## src/rtl/sender_msg_pkg.sv

```systemverilog
// Shared constants, state encoding and sizing helper for the sender tree message reader.
package sender_msg_pkg;
    localparam int LANES      = 16;
    localparam int LANE_BITS  = $clog2(LANES);
    localparam int MSG_W      = 64;
    localparam int MSG_PAIR_W = 2 * MSG_W;

    typedef enum logic [1:0] {IDLE, FETCH, DRAIN} rd_state_t;

    function automatic int num_msg(input int d);
        return LANES * (1 << (d + 3));
    endfunction
endpackage

```

## src/rtl/sender_msg_reader_if.sv

```systemverilog
// Control, tree-read and output-stream signals of the message reader.
interface sender_msg_reader_if;
    import sender_msg_pkg::*;

    logic                  start;
    logic [31:0]           base_index;
    logic [31:0]           count;
    logic [31:0]           msg_index;
    logic [MSG_PAIR_W-1:0] msg_data;
    logic                  m_valid;
    logic                  m_ready;
    logic [MSG_PAIR_W-1:0] m_data;
    logic                  m_last;
    logic                  busy;
    logic                  done;

    modport master (
        input  start, base_index, count, msg_data, m_ready,
        output msg_index, m_valid, m_data, m_last, busy, done
    );

    modport slave (
        output start, base_index, count, msg_data, m_ready,
        input  msg_index, m_valid, m_data, m_last, busy, done
    );
endinterface

```

## src/rtl/msg_skid_fifo.sv

```systemverilog
// Small output skid FIFO; head is read combinationally, push-while-full is legal only with a pop.
module msg_skid_fifo #(
    parameter int WIDTH = 129,
    parameter int DEPTH = 2
) (
    input  logic             clk,
    input  logic             rst,
    input  logic             push,
    input  logic [WIDTH-1:0] push_data,
    input  logic             pop,
    output logic [WIDTH-1:0] head_data,
    output logic             full,
    output logic             empty
);
    localparam int AW = $clog2(DEPTH);

    logic [WIDTH-1:0] mem [DEPTH];
    logic [AW:0]      wr_ptr;
    logic [AW:0]      rd_ptr;

    always_ff @(posedge clk) begin
        if (rst) begin
            wr_ptr <= '0;
            rd_ptr <= '0;
        end else begin
            if (push) wr_ptr <= wr_ptr + 1'b1;
            if (pop)  rd_ptr <= rd_ptr + 1'b1;
        end
    end

    always_ff @(posedge clk) begin
        if (push) mem[wr_ptr[AW-1:0]] <= push_data;
    end

    assign head_data = mem[rd_ptr[AW-1:0]];
    assign empty     = (wr_ptr == rd_ptr);
    assign full      = (wr_ptr[AW] != rd_ptr[AW]) && (wr_ptr[AW-1:0] == rd_ptr[AW-1:0]);
endmodule

```

## src/rtl/sender_msg_reader.sv

```systemverilog
// Walks msg_index over a requested range, captures the tree's {m1,m0} once its BRAM word
// matches the presented index, and streams the messages out through a skid FIFO.
module sender_msg_reader
    import sender_msg_pkg::*;
#(
    parameter int D          = 3,
    parameter int FIFO_DEPTH = 2
) (
    input  logic                clk,
    input  logic                rst,
    sender_msg_reader_if.master bus
);
    localparam int          NUM_MSG  = num_msg(D);
    localparam logic [31:0] IDX_MASK = 32'(NUM_MSG - 1);

    rd_state_t             state, state_nxt;
    logic [31:0]           idx;
    logic [31:0]           remaining;
    logic [31:0]           word_tag;
    logic                  word_tag_valid;
    logic                  zero_done;
    logic                  accept;
    logic                  capture;
    logic                  pop;
    logic                  full;
    logic                  empty;
    logic                  head_last;
    logic [MSG_PAIR_W-1:0] head_data;

    assign accept = (state == IDLE) && bus.start;
    assign pop    = !empty && bus.m_ready;
    // The tree's word register lags the address by a cycle; only capture once it has caught up.
    assign capture = (state == FETCH) && word_tag_valid
                     && (word_tag == (idx >> LANE_BITS)) && (!full || pop);

    always_ff @(posedge clk) begin
        if (rst) state <= IDLE;
        else     state <= state_nxt;
    end

    always_comb begin
        state_nxt = state;
        case (state)
            IDLE:    if (bus.start && (bus.count != 32'd0)) state_nxt = FETCH;
            FETCH:   if (capture && (remaining == 32'd1))   state_nxt = DRAIN;
            DRAIN:   if (pop && head_last)                  state_nxt = IDLE;
            default: state_nxt = IDLE;
        endcase
    end

    always_ff @(posedge clk) begin
        if (rst) begin
            idx            <= '0;
            remaining      <= '0;
            word_tag       <= '0;
            word_tag_valid <= 1'b0;
            zero_done      <= 1'b0;
        end else begin
            word_tag       <= idx >> LANE_BITS;
            word_tag_valid <= (state != IDLE);
            zero_done      <= accept && (bus.count == 32'd0);
            if (accept && (bus.count != 32'd0)) begin
                idx       <= bus.base_index & IDX_MASK;
                remaining <= bus.count;
            end else if (capture) begin
                idx       <= (idx + 32'd1) & IDX_MASK;
                remaining <= remaining - 32'd1;
            end
        end
    end

    msg_skid_fifo #(
        .WIDTH (MSG_PAIR_W + 1),
        .DEPTH (FIFO_DEPTH)
    ) u_fifo (
        .clk       (clk),
        .rst       (rst),
        .push      (capture),
        .push_data ({remaining == 32'd1, bus.msg_data}),
        .pop       (pop),
        .head_data ({head_last, head_data}),
        .full      (full),
        .empty     (empty)
    );

    always_comb begin
        bus.msg_index = idx;
        bus.busy      = (state != IDLE);
        bus.m_valid   = !empty;
        bus.m_data    = empty ? '0 : head_data;
        bus.m_last    = !empty && head_last;
        bus.done      = !rst && (zero_done || ((state == DRAIN) && pop && head_last));
    end
endmodule

```

## src/flat_wrapper.sv

```systemverilog
// flat-port wrapper written by rule: the top's interface ports become plain ports
module sender_msg_reader_flat import sender_msg_pkg::*;
#(
    parameter int D          = 3,
    parameter int FIFO_DEPTH = 2
)
  (clk, rst, bus_start, bus_base_index, bus_count, bus_msg_data, bus_m_ready, bus_msg_index, bus_m_valid, bus_m_data, bus_m_last, bus_busy, bus_done);
  sender_msg_reader_if bus_i ();
  input  logic clk;
  input  logic rst;
  input wire logic [$bits(bus_i.start)-1:0] bus_start;
  input wire logic [$bits(bus_i.base_index)-1:0] bus_base_index;
  input wire logic [$bits(bus_i.count)-1:0] bus_count;
  input wire logic [$bits(bus_i.msg_data)-1:0] bus_msg_data;
  input wire logic [$bits(bus_i.m_ready)-1:0] bus_m_ready;
  output wire logic [$bits(bus_i.msg_index)-1:0] bus_msg_index;
  output wire logic [$bits(bus_i.m_valid)-1:0] bus_m_valid;
  output wire logic [$bits(bus_i.m_data)-1:0] bus_m_data;
  output wire logic [$bits(bus_i.m_last)-1:0] bus_m_last;
  output wire logic [$bits(bus_i.busy)-1:0] bus_busy;
  output wire logic [$bits(bus_i.done)-1:0] bus_done;
  assign bus_i.start = bus_start;
  assign bus_i.base_index = bus_base_index;
  assign bus_i.count = bus_count;
  assign bus_i.msg_data = bus_msg_data;
  assign bus_i.m_ready = bus_m_ready;
  assign bus_msg_index = bus_i.msg_index;
  assign bus_m_valid = bus_i.m_valid;
  assign bus_m_data = bus_i.m_data;
  assign bus_m_last = bus_i.m_last;
  assign bus_busy = bus_i.busy;
  assign bus_done = bus_i.done;
  sender_msg_reader #(.D(D), .FIFO_DEPTH(FIFO_DEPTH)) u_core (.clk(clk), .rst(rst), .bus(bus_i));
endmodule
```

## config.mk

```make
export PLATFORM = sky130hd
export DESIGN_NAME = sender_msg_reader_flat
export DESIGN_NICKNAME = d
export VERILOG_FILES = /design/src/rtl/sender_msg_pkg.sv /design/src/rtl/sender_msg_reader_if.sv /design/src/rtl/msg_skid_fifo.sv /design/src/rtl/sender_msg_reader.sv /design/src/flat_wrapper.sv
export SDC_FILE = /design/constraint.sdc
export NUM_CORES = 1
export LEC_CHECK = 0
export CORE_ASPECT_RATIO = 0.8
export CORE_MARGIN = 5
export CORE_UTILIZATION = 40
export CTS_CLUSTER_SIZE = 40
export DETAILED_ROUTE_END_ITERATION = 8
export GPL_ROUTABILITY_DRIVEN = 1
export GPL_TIMING_DRIVEN = 0
export PLACE_DENSITY = 0.72
export SKIP_LAST_GASP = 1
export SLEW_MARGIN = 5
export SYNTH_ARGS = -nofsm -noshare
export SYNTH_HDL_FRONTEND = slang
export SYNTH_SLANG_ARGS = --single-unit
```

## constraint.sdc

```tcl
create_clock -name clk -period 8.6 [get_ports clk]
set_clock_uncertainty 0.1 [all_clocks]
set_input_delay 1.72 -clock clk [delete_from_list [all_inputs] [get_ports clk]]
set_output_delay 1.72 -clock clk [all_outputs]
set_load 0.03 [all_outputs]
```

=== Word-level counts from Yosys, hierarchy flattened ===
Memory sizes are Yosys's and may differ from the RTL's. A register that Yosys moved wholly into a read port is not among the register bits.
Index checks and enable logic that the tools add are counted.

* Memories: 1
* Flip-flop bits (word level): 60
* Bits of input ports: 196
* Bits in writable memories: 258
* Output and inout bits: 164

* Multiplexer cells: 13
* Add/subtract/negate cells: 4
* Equal/unequal tests: 10
* Reduce and logical (&&, ||, !) cells: 26

{| class="wikitable"
|+ Memory list
! name !! depth !! width !! rd ports !! clocked after Yosys merged registers in !! wr ports !! RTL line !! text
|-
| u_core.u_fifo.mem || 2 || 129 || 1 || 1 || 1 || msg_skid_fifo.sv:17 || <nowiki>logic [WIDTH-1:0] mem [DEPTH];</nowiki>
|}

{| class="wikitable"
|+ Operators by type and width
! operator !! count
|-
| two-way mux 128 bit || 1
|-
| two-way mux 32 bit || 2
|-
| equality test 32 x 1 -> 1 bit, second input constant || 1
|-
| zero test 32 bit || 1
|-
| nonzero test 32 bit || 1
|-
| subtractor 32 x 1 -> 32 bit, second input constant || 1
|-
| two-way mux 10 bit || 2
|-
| logical AND 1 bit || 15
|-
| adder 10 x 1 -> 10 bit, second input constant || 1
|-
| equality test 10 x 6 -> 1 bit || 1
|-
| two-way mux 2 bit || 3
|-
| case mux 2 bit (3 select lines) || 1
|-
| adder 2 x 1 -> 2 bit, second input constant || 2
|-
| two-way mux 1 bit || 4
|-
| != test 2 bit, second input constant || 2
|-
| nonzero test 2 bit || 2
|-
| zero test 1 bit || 3
|-
| AND reduction 3 bit || 1
|-
| equality test 2 x 1 -> 1 bit, second input constant || 1
|-
| equality test 2 bit || 1
|-
| equality test 2 bit, second input constant || 1
|-
| zero test 2 bit || 1
|-
| logical OR 1 bit || 2
|-
| != test 2 x 1 -> 1 bit, second input constant || 1
|-
| other kinds (2) || 2
|}

=== Longest topological paths before layout ===
Gate-level depths: netlist of run 1.

* Word-level depth: 8
* Gate-level depth with buffers: 8

=== Hierarchy ===
From an unflattened synthesis of run 1, not the netlist that was laid out.

* Cell total of the unflattened synthesis: 966
* Area total of the unflattened synthesis: 13,645.6 sq um

{| class="wikitable"
|+ Modules (own cells, without submodules)
! module !! seq. area each (sq um) !! cells each !! instances !! area each (sq um)
|-
| msg_skid_fifo || 7,847.5 || 423 || 1 || 9,564.2
|-
| sender_msg_reader || 1,041.0 || 543 || 1 || 4,081.4
|}

=== Worst setup path after synthesis of run 1 ===
OpenSTA, ideal clock, no wires.

* Kind: input port to flip-flop
* Start: input bus_m_ready
* End: memory u_core.u_fifo.mem[0][0], enable pin
* Library setup time: 0.619 ns
* Stages: 4
* Slack: 0.177 ns
* Required time: 7.881 ns
* Arrival time: 7.704 ns
* Cells stage by stage: or3b_2 -> nand3_1 -> clkbuf_1 -> nor2_1

* Longest elaborated chain between the ends: 5

{| class="wikitable"
|+ RTL lines
! element !! RTL line !! text
|-
| start: declaration || flat_wrapper.sv:15 || <nowiki>input wire logic [$bits(bus_i.m_ready)-1:0] bus_m_ready;</nowiki>
|-
| logical AND 1 bit || sender_msg_reader.sv:31 || <nowiki>assign pop = !empty && bus.m_ready;</nowiki>
|-
| logical OR 1 bit || sender_msg_reader.sv:34 || <nowiki>&& (word_tag == (idx >> LANE_BITS)) && (!full || pop);</nowiki>
|-
| logical AND 1 bit || sender_msg_reader.sv:34 ||
|-
| two-way mux 1 bit || msg_skid_fifo.sv:32 || <nowiki>if (push) mem[wr_ptr[AW-1:0]] <= push_data;</nowiki>
|-
| two-way mux 1 bit (implied by the code) || msg_skid_fifo.sv:32 ||
|-
| end: declaration || msg_skid_fifo.sv:17 ||
|}

No other way between the ends.

=== Worst setup path in the final report of run 1 ===
* Start: register u_core.u_fifo.wr_ptr[0]
* End: output bus_m_data[18]

* Longest elaborated chain between the ends: 2

{| class="wikitable"
|+ RTL lines
! element !! RTL line !! text
|-
| start: declaration || msg_skid_fifo.sv:18 || <nowiki>logic [AW:0] wr_ptr;</nowiki>
|-
| start signal: assignment || msg_skid_fifo.sv:26 || <nowiki>if (push) wr_ptr <= wr_ptr + 1'b1;</nowiki>
|-
| equality test 2 bit || msg_skid_fifo.sv:36 || <nowiki>assign empty = (wr_ptr == rd_ptr);</nowiki>
|-
| two-way mux 128 bit || sender_msg_reader.sv:90 || <nowiki>bus.m_data = empty ? '0 : head_data;</nowiki>
|-
| end: declaration || flat_wrapper.sv:18 || <nowiki>output wire logic [$bits(bus_i.m_data)-1:0] bus_m_data;</nowiki>
|}

No other way between the ends.

==> results of run 1 <==
==> per-layer routing <==
| layer | track usage | vias to the layer above | part of all wire |
|---|---|---|---|
| met4 | 0.0539 | 2 | 0.028 |
| met5 | 0 | - | 0.00038 |
| li1 | - | 4173 | - |
| met3 | 0.0506 | 58 | 0.085 |
| met2 | 0.294 | 366 | 0.47 |
| met1 | 0.243 | 4248 | 0.42 |
==> power groups by stage <==
stage,logic (mW),clock network [mW],registers (mW)
after detailed placement,0.345,0,1.72
after global placement,0.338,0,1.72
after global routing,0.370,1.48,1.69
after CTS,0.347,1.41,1.69
final,0.347,1.37,1.69
after floorplan,0.167,0,1.72
==> logic make-up (layout without fill, tap and decap cells) <==
logic type,count (synthesis),count (layout),share of synthesized area
buffers and inverters,78,456,0.0295
AO/OA/AOI/OAI,116,116,0.0608
flip-flops,315,315,0.698
AND/OR/NAND/NOR,264,264,0.0955
multiplexers,130,130,0.102
XOR/XNOR,15,15,0.0103
other,1,26,0.000295
adder cells (fa/ha/maj),3,3,0.00295
==> placed cells by master (no fill, tap or decap), drive strengths merged, types with 2 or more instances in the layout <==
| cell | netlist | layout |
|---|---|---|
| xor2 | 13 | 13 |
| a22oi | 16 | 16 |
| ha | 3 | 3 |
| a221oi | 2 | 2 |
| and3 | 5 | 5 |
| mux2i | 129 | 129 |
| a31oi | 7 | 7 |
| clkinvlp | 0 | 4 |
| nand2 | 24 | 24 |
| buf | 25 | 32 |
| nor4 | 16 | 16 |
| nand4b | 2 | 2 |
| nand3 | 11 | 11 |
| nor2 | 167 | 167 |
| clkbuf | 44 | 77 |
| o211ai | 11 | 11 |
| conb | 1 | 22 |
| a2bb2oi | 3 | 3 |
| nand2b | 2 | 2 |
| clkdlybuf4s50 | 0 | 314 |
| clkinv | 0 | 14 |
| inv | 9 | 10 |
| nand4 | 4 | 4 |
| a32oi | 7 | 7 |
| or4 | 5 | 5 |
| or3 | 7 | 7 |
| and2 | 3 | 3 |
| edfxtp | 258 | 258 |
| o2bb2a | 3 | 3 |
| a31o | 2 | 2 |
| o21ai | 11 | 11 |
| o311ai | 8 | 8 |
| bufinv | 0 | 5 |
| a21oi | 40 | 40 |
| nor3 | 10 | 10 |
| dfxtp | 57 | 57 |
| xnor2 | 2 | 2 |
| nor2b | 5 | 5 |
| diode | 0 | 4 |
==> worst min-delay path, stage by stage, from the launching register on <==
cell and delay [ns]:
dfxtp_1 0.31, o311ai_1 0.06, a21oi_1 0.06
==> cell type report <==
type                            instances  share of cell area
Sequential cell                       315               0.502
Antenna cell                            4            0.000566
Multi-Input combinational cell        550               0.201
Inverter                                9             0.00191
Clock buffer                           33              0.0443
Buffer                                 69              0.0193
Clock inverter                         24              0.0141
Tap cell                              420              0.0297
Timing Repair Buffer                  321               0.187
==> per-stage QoR <==
stage / hold WS, ns / power, mW / worst slack, ns
after CTS: 0.378 / 3.44 / 3.11
final: 0.378 / 3.40 / 3.20
after global routing: 0.398 / 3.53 / 3.02
after global placement: 0.364 / 2.06 / -4.21
after detailed placement: 0.369 / 2.06 / 3.31
after floorplan: 0.349 / 1.89 / 0.177
==> registers in the layout (all words and copies together), names as in the netlist, named ones only <==
signal                 count
u_core.zero_done           1
u_core.u_fifo.rd_ptr       2
u_core.bus.msg_index      10
u_core.word_tag_valid      1
u_core.word_tag            6
u_core.remaining          32
u_core.state               2
u_core.u_fifo.mem        258
u_core.u_fifo.wr_ptr       2
==> final timing paths <==
kind                            cells after the start  slack (ns)                       end
worst max-delay path                                6        3.20            bus_m_data[18]
worst max register to register                      8        4.97  u_core.u_fifo.mem[0][58]
worst min register to register                      2        0.38      u_core.remaining[28]
worst min-delay path                                2        0.38      u_core.remaining[28]
==> flow_metrics.env, run 1 <==
export IMPL_clk_latency_ns=0.56
export IMPL_placed_cell_area_mm2=0.0167
export IMPL_drive_above_1_share=0.0674
export IMPL_finalHoldViolCount=0
export IMPL_hold_path_class="reg2reg"
export IMPL_p_clk_frac=0.402
export IMPL_core_rowCount=58
export IMPL_cp_required_ns=6.78
export IMPL_yosysMostFrequentCell="edfxtp_1"
export IMPL_status="finished, final reports clean"
export IMPL_synth_edf_count=258
export IMPL_relSlewSlack=0.346
export IMPL_ir_drop_uv=182
export IMPL_fin_tns_setup_ns=0
export IMPL_grt_overflow=0
export IMPL_clkTransAtPathRegs_ns=0.06
export IMPL_cp_slowest_cell="clkbuf_1"
export IMPL_synth_cell_type_count=52
export IMPL_min_period_ns=5.40
export IMPL_worstMarginPinSlew_ns=0.982
export IMPL_cts_buffer_depth=3
export IMPL_hold_start="u_core.remaining[28]"
export IMPL_path_buf_inv=3
export IMPL_power_switching_mw=0.768
export IMPL_ios=360
export IMPL_synth_top_area_share=0.609
export IMPL_fill_cells=2535
export IMPL_yosys_warnings=0
export IMPL_globalRouteTotalUtil=0.182
export IMPL_die_height_um=170
export IMPL_final_area_mm2=0.0177
export IMPL_critPathMaxFanout=10
export IMPL_wl_per_cell_um=19.5
export IMPL_firstDrtPassIters=5
export IMPL_max_freq_ghz=0.185
export IMPL_htreeDepth=1
export IMPL_die_width_um=209
export IMPL_drc_errors=0
export IMPL_start_util=0.405
export IMPL_antenna_found_initial=4
export IMPL_ys_async_sr_fraction=0
export IMPL_cp_cell_sequence="xor2_1 -> nor2_1 -> clkbuf_1 -> clkbuf_1 -> nor2_1 -> clkdlybuf4s50_1"
export IMPL_avgSynthCellArea_um2=13.8
export IMPL_gp_congestion=0.958
export IMPL_cp_startpoint="u_core.u_fifo.wr_ptr[0]"
export IMPL_ys_ff_latch=315
export IMPL_r2r_start="u_core.bus.msg_index[8]"
export IMPL_synthCells=922
export IMPL_syn_cell_area_mm2=0.0127
export IMPL_multiInputGateArea_mm2=0.00355
export IMPL_p_int_mw=2.64
export IMPL_grt_pass1_vias=8754
export IMPL_path_delay_family="buffers and inverters"
export IMPL_cts_made_buffers=31
export IMPL_p_per_area_mw_per_mm2=192
export IMPL_placed_cells=1684
export IMPL_wl_mm=34.0
export IMPL_finalMaxSlewViolations=0
export IMPL_post_route_util=0.563
export IMPL_crit_type="reg2out"
export IMPL_critPathArrivalTime_ns=3.58
export IMPL_comb_power_share=0.102
export IMPL_dp_hpwl_mm=24.2
export IMPL_cts_setup_buffers=0
export IMPL_die_area_mm2=0.0355
export IMPL_p_sw_frac=0.226
export IMPL_cp_end_kind="output port"
export IMPL_rsz0062_at_grt="no"
export IMPL_ys_flop_type="edfxtp_1"
export IMPL_postRouteAntennaNets=0
export IMPL_drtIter0Drc=635
export IMPL_start_kind="flop"
export IMPL_ys_top_cells_by_count="258 x edfxtp_1, 167 x nor2_1, 129 x mux2i_1"
export IMPL_area_growth_pct=39.1
export IMPL_grt_start_max_net_pins=50
export IMPL_ys_seq_area_frac=0.698
export IMPL_stdcell_count=1745
export IMPL_port_buffer_count=314
export IMPL_setup_viol=0
export IMPL_period_share=0.628
export IMPL_vias=8847
export IMPL_final_nets=1496
export IMPL_clock_root_buffer="clkbuf_16"
export IMPL_cts_sinks=315
export IMPL_synth_area_top_cells="edfxtp_1 61%, mux2i_1 10%, dfxtp_1 9.0%, nor2_1 4.9%, a21oi_1 1.6%"
export IMPL_synth_largest_area_cell="edfxtp_1"
export IMPL_p_leak_nw=5.75
export IMPL_pwr_share_seq=0.496
export IMPL_tritoncts="yes"
export IMPL_slowest_delay_ns=0.77
export IMPL_cts_resized=0
export IMPL_coreArea_mm2=0.0314
export IMPL_maxCapViolations=0
export IMPL_grt_pass1_wl_mm=50.8
export IMPL_ctsHoldBuffers=0
export IMPL_vias_per_cell=5.07
export IMPL_seqCellArea_mm2=0.00889
Power figures use the tool's default switching activity.
==> inputs of run 2 (changes only) <==
--- a/config.mk
+++ b/config.mk
@@ -12,7 +12,7 @@
 export DETAILED_ROUTE_END_ITERATION = 8
 export GPL_ROUTABILITY_DRIVEN = 1
 export GPL_TIMING_DRIVEN = 0
-export PLACE_DENSITY = 0.72
+export PLACE_DENSITY = 0.69
 export SKIP_LAST_GASP = 1
 export SLEW_MARGIN = 5
 export SYNTH_ARGS = -nofsm -noshare
==> constraint.sdc (replaced) <==
create_clock -name clk -period 5.1 [get_ports clk]
set_clock_uncertainty 0.1 [all_clocks]
set_input_delay 1.02 -clock clk [delete_from_list [all_inputs] [get_ports clk]]
set_output_delay 1.02 -clock clk [all_outputs]
set_load 0.03 [all_outputs]
==> flow_metrics.env, run 2 (synthesized netlist as in run 1, its figures left out) <==
export IMPL_port_buffer_count=314
export IMPL_cp_cell_sequence="xor2_1 -> nor2_1 -> clkbuf_1 -> clkbuf_1 -> nor2_1 -> clkdlybuf4s50_1"
export IMPL_cp_required_ns=3.98
export IMPL_antenna_found_initial=3
export IMPL_slowest_delay_ns=0.72
export IMPL_comb_power_share=0.100
export IMPL_layout_commonest_cell="clkdlybuf4s50_1"
export IMPL_cts_resized=0
export IMPL_clock_root_buffer="clkbuf_16"
export IMPL_use_met1=0.243
export IMPL_max_freq_ghz=0.224
export IMPL_wl_mm=33.7
export IMPL_cts_made_buffers=34
export IMPL_placed_cell_area_mm2=0.0166
export IMPL_post_route_util=0.565
export IMPL_pwr_share_seq=0.486
export IMPL_firstDrtPassIters=8
export IMPL_grt_start_max_net_pins=60
export IMPL_final_nets=1499
export IMPL_globalRouteTotalUtil=0.181
export IMPL_p_total_mw=5.85
export IMPL_ios=360
export IMPL_stdcell_count=1747
export IMPL_grt_busiest_layer="met2"
export IMPL_p_clk_frac=0.414
export IMPL_coreArea_mm2=0.0314
export IMPL_p_int_mw=4.52
export IMPL_reg2reg_slack_ns=1.59
export IMPL_relSlewSlack=0.377
export IMPL_clkTransAtPathRegs_ns=0.06
export IMPL_htreeDepth=2
export IMPL_largest_register_ffs=258
export IMPL_p_leak_nw=5.79
export IMPL_vias=8909
export IMPL_p_sw_frac=0.228
export IMPL_pre_cts_slack_ns=0.817
export IMPL_crit_type="reg2out"
export IMPL_fin_tns_setup_ns=0
export IMPL_setup_ws_ns=0.632
export IMPL_final_area_mm2=0.0177
export IMPL_p_per_area_mw_per_mm2=330
export IMPL_fill_cells=2577
export IMPL_cts_setup_buffers=0
export IMPL_period_share=0.876
export IMPL_critPathArrivalTime_ns=3.35
export IMPL_gp_congestion=0.843
export IMPL_grt_pass1_vias=8951
export IMPL_power_switching_mw=1.33
export IMPL_vias_per_cell=5.10
export IMPL_drive_above_1_share=0.0679
export IMPL_die_height_um=170
export IMPL_grt_pass1_wl_mm=50.8
export IMPL_met3_usage=0.0577
export IMPL_clk_latency_ns=0.51
export IMPL_worstMarginPinSlew_ns=0.933
export IMPL_status="finished, final reports clean"
export IMPL_die_area_mm2=0.0355
export IMPL_min_period_ns=4.47
export IMPL_start_util=0.405
export IMPL_area_growth_pct=39.4
export IMPL_path_buf_inv=3
export IMPL_critPathMaxFanout=10
export IMPL_placed_cells=1684
export IMPL_layout_common_cells="314 x clkdlybuf4s50_1, 258 x edfxtp_1, 166 x nor2_1"
export IMPL_start_kind="flop"
export IMPL_postRouteAntennaNets=0
export IMPL_ir_drop_uv=292
export IMPL_drtIter0Drc=632
export IMPL_grt_overflow=0
export IMPL_finalMaxSlewViolations=0
export IMPL_setup_viol=0
export IMPL_ctsHoldBuffers=0
export IMPL_wl_per_cell_um=19.3
export IMPL_maxCapViolations=0
export IMPL_cts_sinks=315
export IMPL_tritoncts="yes"
export IMPL_use_met2=0.283
export IMPL_drc_errors=0
export IMPL_hold_path_class="reg2reg"
export IMPL_finalHoldViolCount=0
export IMPL_cp_end_kind="output port"
export IMPL_dp_hpwl_mm=24.1
export IMPL_die_width_um=209
export IMPL_rsz0062_at_grt="no"
export IMPL_cp_slowest_cell="clkbuf_1"
export IMPL_cts_buffer_depth=3
export IMPL_hold_ws_ns=0.386
export IMPL_core_rowCount=58
export IMPL_path_delay_family="buffers and inverters"
## run 2: final timing paths
kind | from | end | depth (start not counted)
setup / recovery | u_core.u_fifo.wr_ptr[0] | bus_m_data[40] | 6
hold / removal | u_core.remaining[28] | u_core.remaining[28] | 2
setup reg to reg | u_core.bus.msg_index[8] | u_core.u_fifo.mem[0][92] | 8
hold reg to reg | u_core.remaining[28] | u_core.remaining[28] | 2
## run 2: layout make-up
cell class,count,area [um2],area share
clock inverter,23,224,0.0126
multi-input combinational,550,3550,0.200
buffer,69,342,0.0192
clock buffer,39,870,0.0490
tap,420,526,0.0296
timing repair buffer,321,3310,0.186
antenna,1,2.50,0.000141
inverter,9,33.8,0.00190
sequential,315,8890,0.501
## run 2: metal layers
metal / wire length [um] / vias up
met5: 13 / -
met4: 997 / 2
met3: 3430 / 67
met2: 15100 / 433
met1: 14200 / 4237
li1: - / 4170
## run 2: power by group through the flow
stage                     combinational (mW)  clock (mW)  sequential, mW
after floorplan                        0.281           0            2.90
after global placement                 0.565           0            2.90
after detailed placement               0.578           0            2.90
after CTS                              0.582        2.49            2.84
after global routing                   0.623        2.60            2.85
final                                  0.582        2.42            2.85
## run 2: worst min-delay path: cells and delay by family, from the launching register on
kind | cells | cell delay (ns)
flip-flops | 1 | 0.31
AO/OA/AOI/OAI | 2 | 0.13
==> inputs of run 3 (changes only) <==
--- a/config.mk
+++ b/config.mk
@@ -5,6 +5,7 @@
 export SDC_FILE = /design/constraint.sdc
 export NUM_CORES = 1
 export LEC_CHECK = 0
+export ABC_AREA = 1
 export CORE_ASPECT_RATIO = 0.8
 export CORE_MARGIN = 5
 export CORE_UTILIZATION = 40
@@ -12,7 +13,8 @@
 export DETAILED_ROUTE_END_ITERATION = 8
 export GPL_ROUTABILITY_DRIVEN = 1
 export GPL_TIMING_DRIVEN = 0
-export PLACE_DENSITY = 0.69
+export PLACE_DENSITY = 0.68
+export SKIP_CTS_REPAIR_TIMING = 1
 export SKIP_LAST_GASP = 1
 export SLEW_MARGIN = 5
 export SYNTH_ARGS = -nofsm -noshare
==> flow_metrics.env, run 3 <==
export IMPL_synth_cell_type_count=31
export IMPL_p_total_mw=5.91
export IMPL_hold_path_class="reg2reg"
export IMPL_cts_sinks=315
export IMPL_worstMarginPinSlew_ns=0.925
export IMPL_core_rowCount=60
export IMPL_ys_async_sr_fraction=0
export IMPL_muxShareOfSynthArea=0
export IMPL_start_util=0.406
export IMPL_path_delay_family="buffers and inverters"
export IMPL_critPathArrivalTime_ns=3.32
export IMPL_critPathMaxFanout=10
export IMPL_wl_per_cell_um=18.8
export IMPL_start_kind="flop"
export IMPL_final_nets=2000
export IMPL_p_per_area_mw_per_mm2=316
export IMPL_synth_area_top_cells="edfxtp_1 56%, nand2_1 13%, dfxtp_1 8.3%, a21oi_1 5.4%, nor2_1 4.2%"
export IMPL_pre_cts_slack_ns=0.947
export IMPL_clk_latency_ns=0.51
export IMPL_globalRouteTotalUtil=0.216
export IMPL_ys_seq_area_frac=0.647
export IMPL_rsz0062_at_grt="no"
export IMPL_wl_mm=42.5
export IMPL_synth_edf_count=258
export IMPL_coreArea_mm2=0.0338
export IMPL_crit_top_cell="nand2_1"
export IMPL_cp_end_kind="output port"
export IMPL_maxCapViolations=0
export IMPL_postRouteAntennaNets=0
export IMPL_hold_ws_ns=0.390
export IMPL_ys_top_cells_by_count="459 x nand2_1, 258 x edfxtp_1, 154 x nor2_1"
export IMPL_drive_above_1_share=0.0635
export IMPL_drtIter0Drc=859
export IMPL_period_share=0.871
export IMPL_grt_start_max_net_pins=68
export IMPL_ys_flop_type="edfxtp_1"
export IMPL_cp_required_ns=3.98
export IMPL_tritoncts="yes"
export IMPL_syn_cell_area_mm2=0.0137
export IMPL_die_height_um=176
export IMPL_die_width_um=217
export IMPL_layout_common_cells="459 x nand2_1, 315 x clkdlybuf4s50_1, 258 x edfxtp_1"
export IMPL_synth_top_area_share=0.564
export IMPL_vias_per_cell=4.95
export IMPL_avgSynthCellArea_um2=9.65
export IMPL_ir_drop_uv=220
export IMPL_yosys_area_share_simple=0.218
export IMPL_port_buffer_count=315
export IMPL_setup_viol=0
export IMPL_crit_type="reg2out"
export IMPL_stdcell_count=2264
export IMPL_ios=360
export IMPL_antenna_found_initial=5
export IMPL_vias=11200
export IMPL_status="finished, final reports clean"
export IMPL_clock_root_buffer="clkbuf_16"
export IMPL_cp_slowest_cell="clkbuf_1"
export IMPL_grt_overflow=0
export IMPL_synth_compound_area_frac=0.0612
export IMPL_gp_congestion=0.913
export IMPL_finalHoldViolCount=0
export IMPL_synth_xor_area_frac=0.0108
export IMPL_reg2reg_slack_ns=2.09
export IMPL_dp_hpwl_mm=31.6
export IMPL_p_leak_nw=7.05
export IMPL_cp_cell_sequence="nand2_1 -> nand2_1 -> inv_1 -> nor2_1 -> clkbuf_1 -> buf_2 -> a21oi_1 -> clkdlybuf4s50_1"
export IMPL_synth_largest_area_cell="edfxtp_1"
export IMPL_largest_register_ffs=258
export IMPL_cts_buffer_depth=3
export IMPL_layout_commonest_cell="nand2_1"
export IMPL_slowest_delay_ns=0.65
export IMPL_synthCells=1423
export IMPL_clkTransAtPathRegs_ns=0.06
export IMPL_cts_made_buffers=34
export IMPL_drc_errors=0
export IMPL_htreeDepth=2
export IMPL_yosysMostFrequentCell="nand2_1"
export IMPL_synthAdderAreaFrac=0.00273
export IMPL_finalMaxSlewViolations=0
export IMPL_post_route_util=0.554
export IMPL_relSlewSlack=0.384
export IMPL_ys_ff_latch=315
export IMPL_path_buf_inv=4
export IMPL_max_freq_ghz=0.225
export IMPL_grt_pass1_vias=11100
export IMPL_yosys_warnings=0
export IMPL_setup_ws_ns=0.660
export IMPL_min_period_ns=4.44
export IMPL_firstDrtPassIters=8
export IMPL_placed_cells=2199
export IMPL_grt_pass1_wl_mm=63.9
export IMPL_die_area_mm2=0.0382
export IMPL_synth_top_family_by_area="simple AND/OR/NAND/NOR gates"
export IMPL_area_growth_pct=36.4
-- run 3: changes by cell type after synthesis, moves of 79 or more --
cell	change
inv_1	+79
a21oi_1	+108
mux2i_1	-129
nand2_1	+435
nand3_1	+86
-- run 3: stage by stage --
stage / setup TNS (ns) / area [um2]
final: 0 / 18700
after global routing: 0 / 18700
after CTS: 0 / 18700
after detailed placement: 0 / 17700
after global placement: -336.28 / 17500
after floorplan: 0 / 13800
-- run 3: final cells by class --
type | count | area (um2)
buffer | 87 | 467
fill | 2965 | 15100
timing repair buffer | 321 | 3300
sequential | 315 | 8890
clock buffer | 37 | 893
tap | 434 | 543
multi-input combinational | 947 | 4100
inverter | 95 | 362
clock inverter | 25 | 166
antenna | 3 | 7.51
-- run 3: worst paths after layout --
kind | depth (start not counted) | from | endpoint
hold / removal | 2 | u_core.u_fifo.rd_ptr[1] | u_core.u_fifo.rd_ptr[1]
hold reg to reg | 2 | u_core.u_fifo.rd_ptr[1] | u_core.u_fifo.rd_ptr[1]
setup reg to reg | 13 | u_core.bus.msg_index[7] | u_core.u_fifo.mem[0][0]
setup / recovery | 8 | u_core.u_fifo.wr_ptr[0] | bus_m_data[96]
-- run 3: cells by family after synthesis --
group / Yosys count
AO/OA/AOI/OAI: 166
XOR/XNOR: 17
flip-flops: 315
other: 1
AND/OR/NAND/NOR: 739
buffers and inverters: 182
adder cells (fa/ha/maj): 3
-- run 3: worst min-delay path, stage by stage (launching register included) --
cell	delay, ns
dfxtp_1	0.31
inv_1	0.07
a21oi_1	0.06
-- run 3: power by group --
part | switching [mW] | total [mW] | internal, mW
Clock | 1.02 | 2.35 | 1.33
Sequential | 0.0324 | 2.85 | 2.81
Combinational | 0.422 | 0.715 | 0.293
-- run 3: layer usage --
metal | GRT usage | wire length, um | vias to the layer above
met5 | 0 | 27 | -
met1 | 0.290 | 17900 | 5268
li1 | - | - | 5463
met4 | 0.0761 | 1500 | 4
met3 | 0.0539 | 3450 | 75
met2 | 0.342 | 19600 | 392
